### config.mk
export PLATFORM = sky130hd
export DESIGN_NAME = bram_writer
export DESIGN_NICKNAME = d
export VERILOG_FILES = /design/src/rtl/bram_writer.sv
export SDC_FILE = /design/constraint.sdc
export NUM_CORES = 1
export LEC_CHECK = 0
export BUFFER_PORTS_ARGS = -buffer_cell sky130_fd_sc_hd__buf_2
export CAP_MARGIN = 20
export CORE_ASPECT_RATIO = 1.75
export CORE_MARGIN = 3
export CORE_UTILIZATION = 30
export CTS_CLUSTER_SIZE = 24
export DETAILED_ROUTE_END_ITERATION = 7
export HOLD_SLACK_MARGIN = 0.02
export PLACE_DENSITY = 0.59
export SLEW_MARGIN = 20
export SYNTH_ARGS = -nofsm -noshare
export SYNTH_HDL_FRONTEND = slang
export SYNTH_SLANG_ARGS = --single-unit
### constraint.sdc
create_clock -name clk_i -period 2.5 [get_ports clk_i]
set_input_delay 0.25 -clock clk_i [delete_from_list [all_inputs] [get_ports clk_i]]
set_output_delay 0.25 -clock clk_i [all_outputs]
set_load 0.03 [all_outputs]
### src/rtl/bram_writer.sv
`default_nettype none
// ============================================================================
// Module   : bram_writer
// Brief    : Packs a byte stream little-endian into BRAM words and writes them
//            to sequential addresses on a BRAM port A.
//            Optional feature macro: BRAM_WRITER_PARTIAL_FLUSH_EN
// Revision : 1.0
// ============================================================================
module bram_writer #(
  parameter int ADDRESS_WIDTH  = 13,
  parameter int DATA_IN_WIDTH  = 8,
  parameter int DATA_OUT_WIDTH = 32
) (
  input  logic                          clk_i,
  input  logic                          rst_i,
  input  logic                          en_i,
  input  logic [DATA_IN_WIDTH-1:0]      data_i,
  input  logic                          flush_i,
  input  logic                          clear_i,
  output logic                          ready_o,
  output logic                          full_o,
  output logic [ADDRESS_WIDTH:0]        word_count_o,
  output logic [ADDRESS_WIDTH-1:0]      bram_addr,
  output logic [DATA_OUT_WIDTH-1:0]     bram_data_o,
  output logic                          bram_en,
  output logic [DATA_OUT_WIDTH/8-1:0]   bram_we
);

  localparam int LANES  = DATA_OUT_WIDTH / 8;
  localparam int LANE_W = $clog2(LANES);
  localparam int CNT_W  = LANE_W + 1;

  typedef enum logic [0:0] {
    FILL = 1'b0,
    FULL = 1'b1
  } state_t;

  state_t                    r_state;
  state_t                    w_state_next;
  logic [LANE_W-1:0]         r_lane_cnt;
  logic [ADDRESS_WIDTH-1:0]  r_wr_ptr;
  logic [DATA_OUT_WIDTH-1:0] r_word;
  logic [DATA_OUT_WIDTH-1:0] w_word;
  logic [CNT_W-1:0]          w_filled;
  logic [LANES-1:0]          w_mask;
  logic                      w_accept;
  logic                      w_last;
  logic                      w_flush;
  logic                      w_write;

  // Clear wins over everything: the byte presented with it is dropped.
  assign w_accept = en_i && ready_o && !clear_i;
  assign w_last   = w_accept && (r_lane_cnt == LANE_W'(LANES - 1));
  assign w_filled = {1'b0, r_lane_cnt} + CNT_W'(w_accept);

`ifdef BRAM_WRITER_PARTIAL_FLUSH_EN
  // A byte arriving with flush is packed first; a completed word needs no flush.
  assign w_flush = flush_i && ready_o && !clear_i && !w_last &&
                   (w_filled != '0);
`else
  logic w_unused_flush;
  assign w_unused_flush = flush_i;
  assign w_flush        = 1'b0;
`endif

  assign w_write = w_last || w_flush;

  always_comb begin
    w_word = r_word;
    w_mask = '0;
    for (int i = 0; i < LANES; i++) begin
      if (w_accept && (LANE_W'(i) == r_lane_cnt)) begin
        w_word[i*8 +: 8] = data_i[7:0];
      end
      w_mask[i] = (CNT_W'(i) < w_filled);
    end
  end

  always_comb begin
    w_state_next = r_state;
    case (r_state)
      FILL: begin
        if (!clear_i && w_write && (r_wr_ptr == '1)) begin
          w_state_next = FULL;
        end
      end
      FULL: begin
        if (clear_i) begin
          w_state_next = FILL;
        end
      end
      default: w_state_next = FILL;
    endcase
  end

  always_ff @(posedge clk_i or negedge rst_i) begin
    if (!rst_i) begin
      r_state <= FILL;
    end else begin
      r_state <= w_state_next;
    end
  end

  always_ff @(posedge clk_i or negedge rst_i) begin
    if (!rst_i) begin
      ready_o      <= 1'b0;
      full_o       <= 1'b0;
      word_count_o <= '0;
      bram_addr    <= '0;
      bram_data_o  <= '0;
      bram_en      <= 1'b0;
      bram_we      <= '0;
      r_lane_cnt   <= '0;
      r_wr_ptr     <= '0;
      r_word       <= '0;
    end else begin
      ready_o <= (w_state_next == FILL);
      full_o  <= (w_state_next == FULL);
      bram_en <= w_write;
      bram_we <= w_write ? w_mask : '0;
      if (clear_i) begin
        r_wr_ptr     <= '0;
        word_count_o <= '0;
        r_lane_cnt   <= '0;
        r_word       <= '0;
      end else if (w_write) begin
        bram_addr    <= r_wr_ptr;
        bram_data_o  <= w_word;
        r_wr_ptr     <= r_wr_ptr + ADDRESS_WIDTH'(1);
        word_count_o <= word_count_o + (ADDRESS_WIDTH + 1)'(1);
        r_lane_cnt   <= '0;
        // Zeroed so a later partial word carries 0 in its unfilled lanes.
        r_word       <= '0;
      end else if (w_accept) begin
        r_word     <= w_word;
        r_lane_cnt <= r_lane_cnt + LANE_W'(1);
      end
    end
  end

endmodule
`default_nettype wire

Word-level counts from Yosys, hierarchy flattened
Cells that the tools add are included.

Register bits: 113. Bits of input ports: 13. Output and inout port bits: 66.

Add/sub/neg operators: 4. $lt $le $gt $ge: 4. Equal/unequal tests: 5. Multiplexer cells: 18. Bitwise operators: 3. Reductions and logical operators: 14.

Operators by type and width (count): $mux W32 (3); $mux W8 (4); $mux W14 (2); $mux W13 (2); $add A14 B1 Y14 const B (1); $add A13 B1 Y13 const B (1); $eq A13 B13 Y1 const B (1); $logic_and A1 B1 Y1 (9); $lt A1 B3 Y1 const A (2); $lt A2 B3 Y1 const A (2); $mux W2 (3); $eq A2 B2 Y1 const A (2); $mux W4 (1); $add A2 B1 Y3 (1); $not A1 Y1 (3); $reduce_bool A3 Y1 (1); $add A2 B1 Y2 const B (1); $eq A1 B2 Y1 const A (1); $eq A2 B2 Y1 const B (1); $logic_not A2 Y1 (1); $mux W1 (2); $pmux W1 S2 (1); $reduce_and A2 Y1 (1); $reduce_bool A2 Y1 (1); $logic_not A1 Y1 (1).

Longest topological paths before layout
Gate-level depths: netlist of the first run.

Depth after elaboration: 8. Depth in mapped cells: 7. Mapped depth without buffers: 6.

Worst setup path after synthesis of the first run
No wires, ideal clock.

Path type: reg2reg. From: reg ready_o. To: reg bram_we[2]. Setup time: 0.094 ns. Data arrival time: 1.584 ns. Required time: 2.406 ns. Setup slack: 0.822 ns. Cell stages (with the launch flop): 7. Path buffers: 1. Period minus slack after synthesis: 1.678 ns. Cells stage by stage: dfrtp_1 -> and3b_1 -> clkbuf_2 -> ha_1 -> inv_1 -> ha_1 -> a211oi_1.

Cells in the longest elaborated chain, start to end: 5. Elaborated cells between the ends (all ways): 6. Those cells by class: 1 x add/sub; 1 x order compare; 1 x mux; 3 x reduce/logical.

RTL lines: from (decl) (line 20) `output logic ready_o,`; from (signal assigned) (line 117) `ready_o <= (w_state_next == FILL);`; $logic_and A1 B1 Y1 (*) (2 in a row) (line 52) `assign w_accept = en_i && ready_o && !clear_i;`; $add A2 B1 Y3 (line 54) `assign w_filled = {1'b0, r_lane_cnt} + CNT_W'(w_accept);`; $lt A2 B3 Y1 (line 75) `w_mask[i] = (CNT_W'(i) < w_filled);`; $mux W4 (*) (line 120) `bram_we <= w_write ? w_mask : '0;`; to (signal assigned) (line 120); to (decl) (line 26) `output logic [DATA_OUT_WIDTH/8-1:0] bram_we`.

Mark *: on every way between the ends. The rest lies on a longest branch, timed or not. A chain may end at the register's enable or synchronous reset.

Worst setup path after layout of the first run
From: reg r_lane_cnt[0]. To: reg word_count_o[5].

Cells in the longest elaborated chain, start to end: 3.

RTL lines: from (decl) (line 40) `logic [LANE_W-1:0] r_lane_cnt;`; from (signal assigned) (line 136) `r_lane_cnt <= r_lane_cnt + LANE_W'(1);`; $eq A2 B2 Y1 (line 53) `assign w_last = w_accept && (r_lane_cnt == LANE_W'(LANES - 1));`; $logic_and A1 B1 Y1 (line 53); $reduce_bool A2 Y1 (no source line); to (signal assigned) (line 130) `word_count_o <= word_count_o + (ADDRESS_WIDTH + 1)'(1);`; to (decl) (line 22) `output logic [ADDRESS_WIDTH:0] word_count_o,`.

No other way between the ends.

==> results of run 1 <==
[sequential cells by signal, summed over array words and instances (netlist names)]
name          count
bram_data_o      32
r_word           24
word_count_o     14
bram_addr        13
r_wr_ptr         13
bram_we           4
r_lane_cnt        2
bram_en           1
full_o            1
ready_o           1
[logic make-up after synthesis]
logic type               Yosys count  synth area share (%)
XOR/XNOR                          14                  2.70
adder cells (fa/ha/maj)            9                  2.48
buffers and inverters             30                  2.86
AND/OR/NAND/NOR                  180                  17.8
multiplexers                      30                  6.61
AO/OA/AOI/OAI                     66                  9.72
flip-flops                       105                  57.8
[layout make-up]
cell class,count,area [µm²],area share [%]
Sequential cell,105,2630,48.2
Tap cell,180,225,4.13
Multi-Input combinational cell,299,1790,32.8
Inverter,10,38.8,0.711
Clock inverter,6,75.1,1.38
Clock buffer,10,239,4.38
Timing Repair Buffer,85,463,8.48
[final timing paths]
check                             endpoint  depth (start not counted)
max                        word_count_o[5]                          6
min                        bram_data_o[26]                          3
max reg2reg                word_count_o[5]                          6
min reg2reg                bram_data_o[26]                          2
max in group asynchronous    bram_addr[12]                          3
min in group asynchronous  word_count_o[5]                          2
[critical path: cells and delay by family, from the launching register on]
family          cells  cell delay (ns)
compound gates      2             0.37
fa+ha+maj           1             0.25
buf+inv             1             0.24
flops               1             0.44
simple gates        2             0.50
[Yosys cell counts (2+ instances only)]
cell type / number
dfrtp_1: 105
o21ai_1: 3
inv_1: 9
buf_1: 3
and2_1: 6
buf_2: 6
or3_1: 2
a21oi_1: 7
o21ai_0: 25
nor3_1: 8
nor4_1: 3
and3_1: 2
nand2_2: 3
xor2_1: 4
nand4_1: 5
xnor2_1: 10
ha_1: 9
nand2_1: 100
nor2_1: 29
nand3_1: 10
nand2b_1: 6
mux2i_1: 30
a22o_1: 24
clkbuf_1: 9
[routing by layer]
| metal | up-vias | routed length, µm | global-route usage [%] |
|---|---|---|---|
| met1 | 1636 | 4410 | 15.9 |
| met2 | 58 | 5740 | 23.7 |
| met3 | 9 | 381 | 2.35 |
| li1 | 1620 | - | - |
| met4 | 0 | 158 | 4.82 |
| met5 | - | 0 | 0 |
[power breakdown]
part           internal [W]  total, W  switching, W
combinational     0.0000914  0.000304      0.000212
clock              0.000819   0.00148      0.000663
sequential          0.00175   0.00178     0.0000291
[stage by stage]
step | power (W) | cell area [µm²] | hold WS (ns) | util [%] | cells
after floorplan | 0.00199 | 4550 | -0.0456 | - | 434
after global placement | 0.00211 | 5130 | 0.199 | 35.2 | 678
after detailed placement | 0.00212 | 5130 | 0.205 | 35.2 | 678
after CTS | 0.00361 | 5460 | 0.203 | 37.4 | 695
after global routing | 0.00371 | 5460 | 0.224 | 37.4 | 695
final | 0.00356 | 5460 | 0.219 | 37.4 | 695
[timing repair]
action,CTS,global route
hold buffers,1,0
endpoints found under the setup margin,0,0
hold endpoints to repair,27,0
==> metrics.yaml, run 1 <==
sta:
  tightest_slew_ns: 0.578
  tns_ns: 0
  maxSlewHeadroom_pct: 61.4
  period_minus_slack_ns: 1.90
  finalCritPeriodShare_pct: 76.1
  final_hold_viol_count: 0
  skew_ns: 0.0104
  rsz0062_at_grt: "no"
  maxClockFrequency_ghz: 0.525
  final_max_slew_viol_count: 0
  fin_ws_ns: 0.597
  setup_viol: 0
floorplan:
  die-area_mm2: 0.0167
  die_w_um: 99.1
  fp-row-count: 58
  start_util_pct: 31.2
  fp.dieH_um: 169
  coreArea_mm2: 0.0146
  io_pins: 79
clock_tree:
  h-tree-depth: 3
  ctsResizeCount: 0
  clockRootBuffer: "clkbuf_16"
  clk_latency_ns: 0.34
  clk_pin_slew_worst_paths_ns: 0.08
  cts_tree: "built"
  clock_sinks: 105
  clock_path_buffers: 2
  cts_setup_buffers: 0
  cts_made_buffers: 9
drt:
  vias: 3323
  routed_wl_mm: 10.7
  post_drt_wl_per_cell_um: 15.4
  first_pass_iters: 4
  ant_nets: 0
  drtIter0Drc: 105
  drcViolationCount: 0
  vias_per_cell: 4.78
pwr:
  leakage_nw: 2.91
  peakVddDrop_mv: 0.271
  p_per_area_mw_per_mm2: 653
setup_path:
  reg2reg_from: "r_lane_cnt[0]"
  critical_path_class: "flip-flop to flip-flop"
  cp_slowest_stage_delay_ns: 0.44
  cp_max_fo: 29
  worst_ep_arrival_time_ns: 2.14
  rrSetupSlack_ns: 0.60
  slowest_stage: "dfrtp_1"
  critical_path_required_ns: 2.74
  worstSetupEndpointType: "flip-flop"
  path_cells: "ha_1 -> nand4b_4 -> buf_4 -> nor2_1 -> a311oi_1 -> a41o_1"
  start_kind: "flip-flop"
  startpoint: "r_lane_cnt[0]"
logic_synthesis:
  syn_nets: 456
  ys_top_cells_by_area: "dfrtp_1 58%, nand2_1 8.3%, mux2i_1 6.6%"
  synth.distinct_cells: 40
  ys.flop_type: "dfrtp_1"
  syn_area_per_cell_um2: 10.5
  ys_seq_area_share_pct: 57.8
  synth_edf_count: 0
  synth_top_cell_area_share_pct: 57.8
  yosysTopAreaCell: "dfrtp_1"
  ys_async_sr_fraction_pct: 100
  yosys_warnings: 0
  syn_area_mm2: 0.00455
  synth_cells: 434
  ys_ff_latch: 105
final_layout:
  mostFrequentLayoutCell: "dfrtp_1"
  mostFrequentLayoutCells: "105 x dfrtp_1, 100 x nand2_1, 76 x buf_2"
  finalNetCount: 532
  area_growth_pct: 20.0
  fillers: 1444
  layout-drive-gt1-share_pct: 21.0
  n_antenna_cell: 0
min_path:
  holdCritStartpoint: "data_i[2]"
  hold_path_class: "primary input to flip-flop"
placed_design:
  dp_slack_ns: 0.589
  dp_hpwl_mm: 7.87
  place.port_buffers: 77
  place_congestion: 0.784
global_route:
  gr-total-overflow: 0
  antenna_found_initial: 0
  grt_pass1_wl_mm: 17.7
  grtUsageTotal_pct: 13.3
  grt_max_degree: 57
  first_global_vias: 3339
run:
  max_cap_viol_count: 0
run_status:
  status: "completed"
(Power assumes the default switching activity.)
==> inputs of run 2 (changes only) <==
--- a/config.mk
+++ b/config.mk
@@ -13,7 +13,7 @@
 export CTS_CLUSTER_SIZE = 24
 export DETAILED_ROUTE_END_ITERATION = 7
 export HOLD_SLACK_MARGIN = 0.02
-export PLACE_DENSITY = 0.59
+export PLACE_DENSITY = 0.61
 export SLEW_MARGIN = 20
 export SYNTH_ARGS = -nofsm -noshare
 export SYNTH_HDL_FRONTEND = slang
==> constraint.sdc (replaced) <==
create_clock -name clk_i -period 1.6 [get_ports clk_i]
set_input_delay 0.16 -clock clk_i [delete_from_list [all_inputs] [get_ports clk_i]]
set_output_delay 0.16 -clock clk_i [all_outputs]
set_load 0.03 [all_outputs]
==> run 2 against run 1 <==
  * Critical path depth unchanged
  * First-iteration DRC count down 25%
  * Cell count up 1.7%
  * Sequential share of layout area down 1.8 points
  * Hold slack worse by 0.074 ns
  * Fmax up 21%
==> metrics.yaml, run 2 (synthesis results as in run 1) <==
placed_design:
  dp_hpwl_mm: 8.18
  place.port_buffers: 77
  dp_slack_ns: -0.105
  place_congestion: 0.786
setup_path:
  start_kind: "flip-flop"
  worstSetupEndpointType: "flip-flop"
  critPathTopFamily: "simple AND/OR/NAND/NOR gates"
  path_cells: "ha_4 -> nand4b_4 -> clkinv_4 -> nand3_4 -> or3_1 -> a21oi_2"
  worst_ep_arrival_time_ns: 1.84
  cp_slowest_stage_delay_ns: 0.40
  critical_path_class: "flip-flop to flip-flop"
  critical_path_required_ns: 1.87
  crit_buf_inv: 1
  cp_max_fo: 7
  slowest_stage: "dfrtp_1"
clock_tree:
  h-tree-depth: 3
  clock_path_buffers: 2
  clk_latency_ns: 0.34
  cts_tree: "built"
  clk_pin_slew_worst_paths_ns: 0.07
  clock_sinks: 105
  clockRootBuffer: "clkbuf_16"
  cts_made_buffers: 9
final_layout:
  fillers: 1419
  finalNetCount: 545
  n_antenna_cell: 0
  regMostFlops: "bram_data_o"
  area_growth_pct: 24.9
  mostFrequentLayoutCells: "104 x dfrtp_1, 100 x nand2_1, 76 x buf_2"
  final_core_util_pct: 38.9
  largest_reg_flops: 32
  layout-drive-gt1-share_pct: 25.8
  mostFrequentLayoutCell: "dfrtp_1"
  top_regs: "bram_data_o (32), r_word (24), word_count_o (14)"
global_route:
  antenna_found_initial: 0
  grt_max_degree: 67
  gr-total-overflow: 0
  first_global_vias: 3458
  grtUsageTotal_pct: 13.7
  grt_pass1_wl_mm: 18.2
floorplan:
  die-area_mm2: 0.0167
  coreArea_mm2: 0.0146
  fp-row-count: 58
  die_w_um: 99.1
  io_pins: 79
  fp.dieH_um: 169
  start_util_pct: 31.2
sta:
  maxClockFrequency_ghz: 0.634
  tns_ns: 0
  final_max_slew_viol_count: 0
  final_hold_viol_count: 0
  skew_ns: 0.00937
  fin_ws_ns: 0.0219
  period_minus_slack_ns: 1.58
  maxSlewHeadroom_pct: 66.3
  setup_viol: 0
  tightest_slew_ns: 0.506
  rsz0062_at_grt: "yes"
  finalCritPeriodShare_pct: 98.6
drt:
  ant_nets: 0
  post_drt_wl_per_cell_um: 15.7
  routed_wl_mm: 11.1
  drtIter0Drc: 79
  vias: 3325
  vias_per_cell: 4.70
  first_pass_iters: 4
  drcViolationCount: 0
pwr:
  total_power_w: 0.00549
  p_per_area_mw_per_mm2: 968
  peakVddDrop_mv: 0.555
  leakage_nw: 3.01
run_status:
  status: "completed"
run:
  max_cap_viol_count: 0
min_path:
  hold_path_class: "primary input to flip-flop"
[run 2: metrics by stage]
stage	cells	instance area, µm²	hold WS (ns)
CTS	706	5620	0.132
global placement	690	5280	0.150
global route	707	5680	0.150
floorplan	434	4560	-0.136
finish	707	5680	0.144
detailed placement	690	5280	0.156
[run 2: cell type report]
type / count / area (µm²) / share of cell area [%]
repair buffers: 98 / 611 / 10.8
flip-flops and latches: 105 / 2630 / 46.3
inverters: 10 / 42.5 / 0.749
clock inverters: 4 / 51.3 / 0.904
multi-input cells: 299 / 1880 / 33.0
well taps: 180 / 225 / 3.97
clock buffers: 11 / 243 / 4.28
[run 2: what timing repair did]
item | 4_1_cts | 5_1_grt
cloned | 0 | 0
endpoints found under the hold margin | 29 | 0
pin swaps | 1 | 1
setup buffers | 0 | 1
resized for setup | 8 | 15
hold buffers | 1 | 0
setup endpoints to repair | 41 | 44
[run 2: final timing paths]
check	to	cells past startpoint	from	slack (ns)
worst max-delay path	r_wr_ptr[11]	6	r_lane_cnt[0]	0.02
worst min-delay path	bram_data_o[28]	3	data_i[4]	0.14
worst max register to register	r_wr_ptr[11]	6	r_lane_cnt[0]	0.02
worst min register to register	bram_data_o[9]	2	bram_data_o[9]	0.47
max in group asynchronous	r_word[5]	3	rst_i	0.72
min in group asynchronous	bram_data_o[5]	2	rst_i	0.33
[run 2: worst reg2reg max path, stage by stage, from the launching register on]
cell      delay, ns
dfrtp_1        0.40
ha_4           0.19
nand4b_4       0.18
clkinv_4       0.11
nand3_4        0.10
or3_1          0.38
a21oi_2        0.15
[run 2: per-layer routing]
metal	vias up	track usage [%]	wire length, µm
met5	-	0	0
met4	0	3.57	112
met3	11	2.85	465
met2	69	25.3	5950
met1	1598	15.9	4560
li1	1647	-	-
[run 2: power breakdown]
part	internal [W]	switching, W	leakage (nW)
registers	0.00273	0.0000448	1.45
clock network	0.00125	0.000941	0.142
logic	0.000170	0.000354	1.42
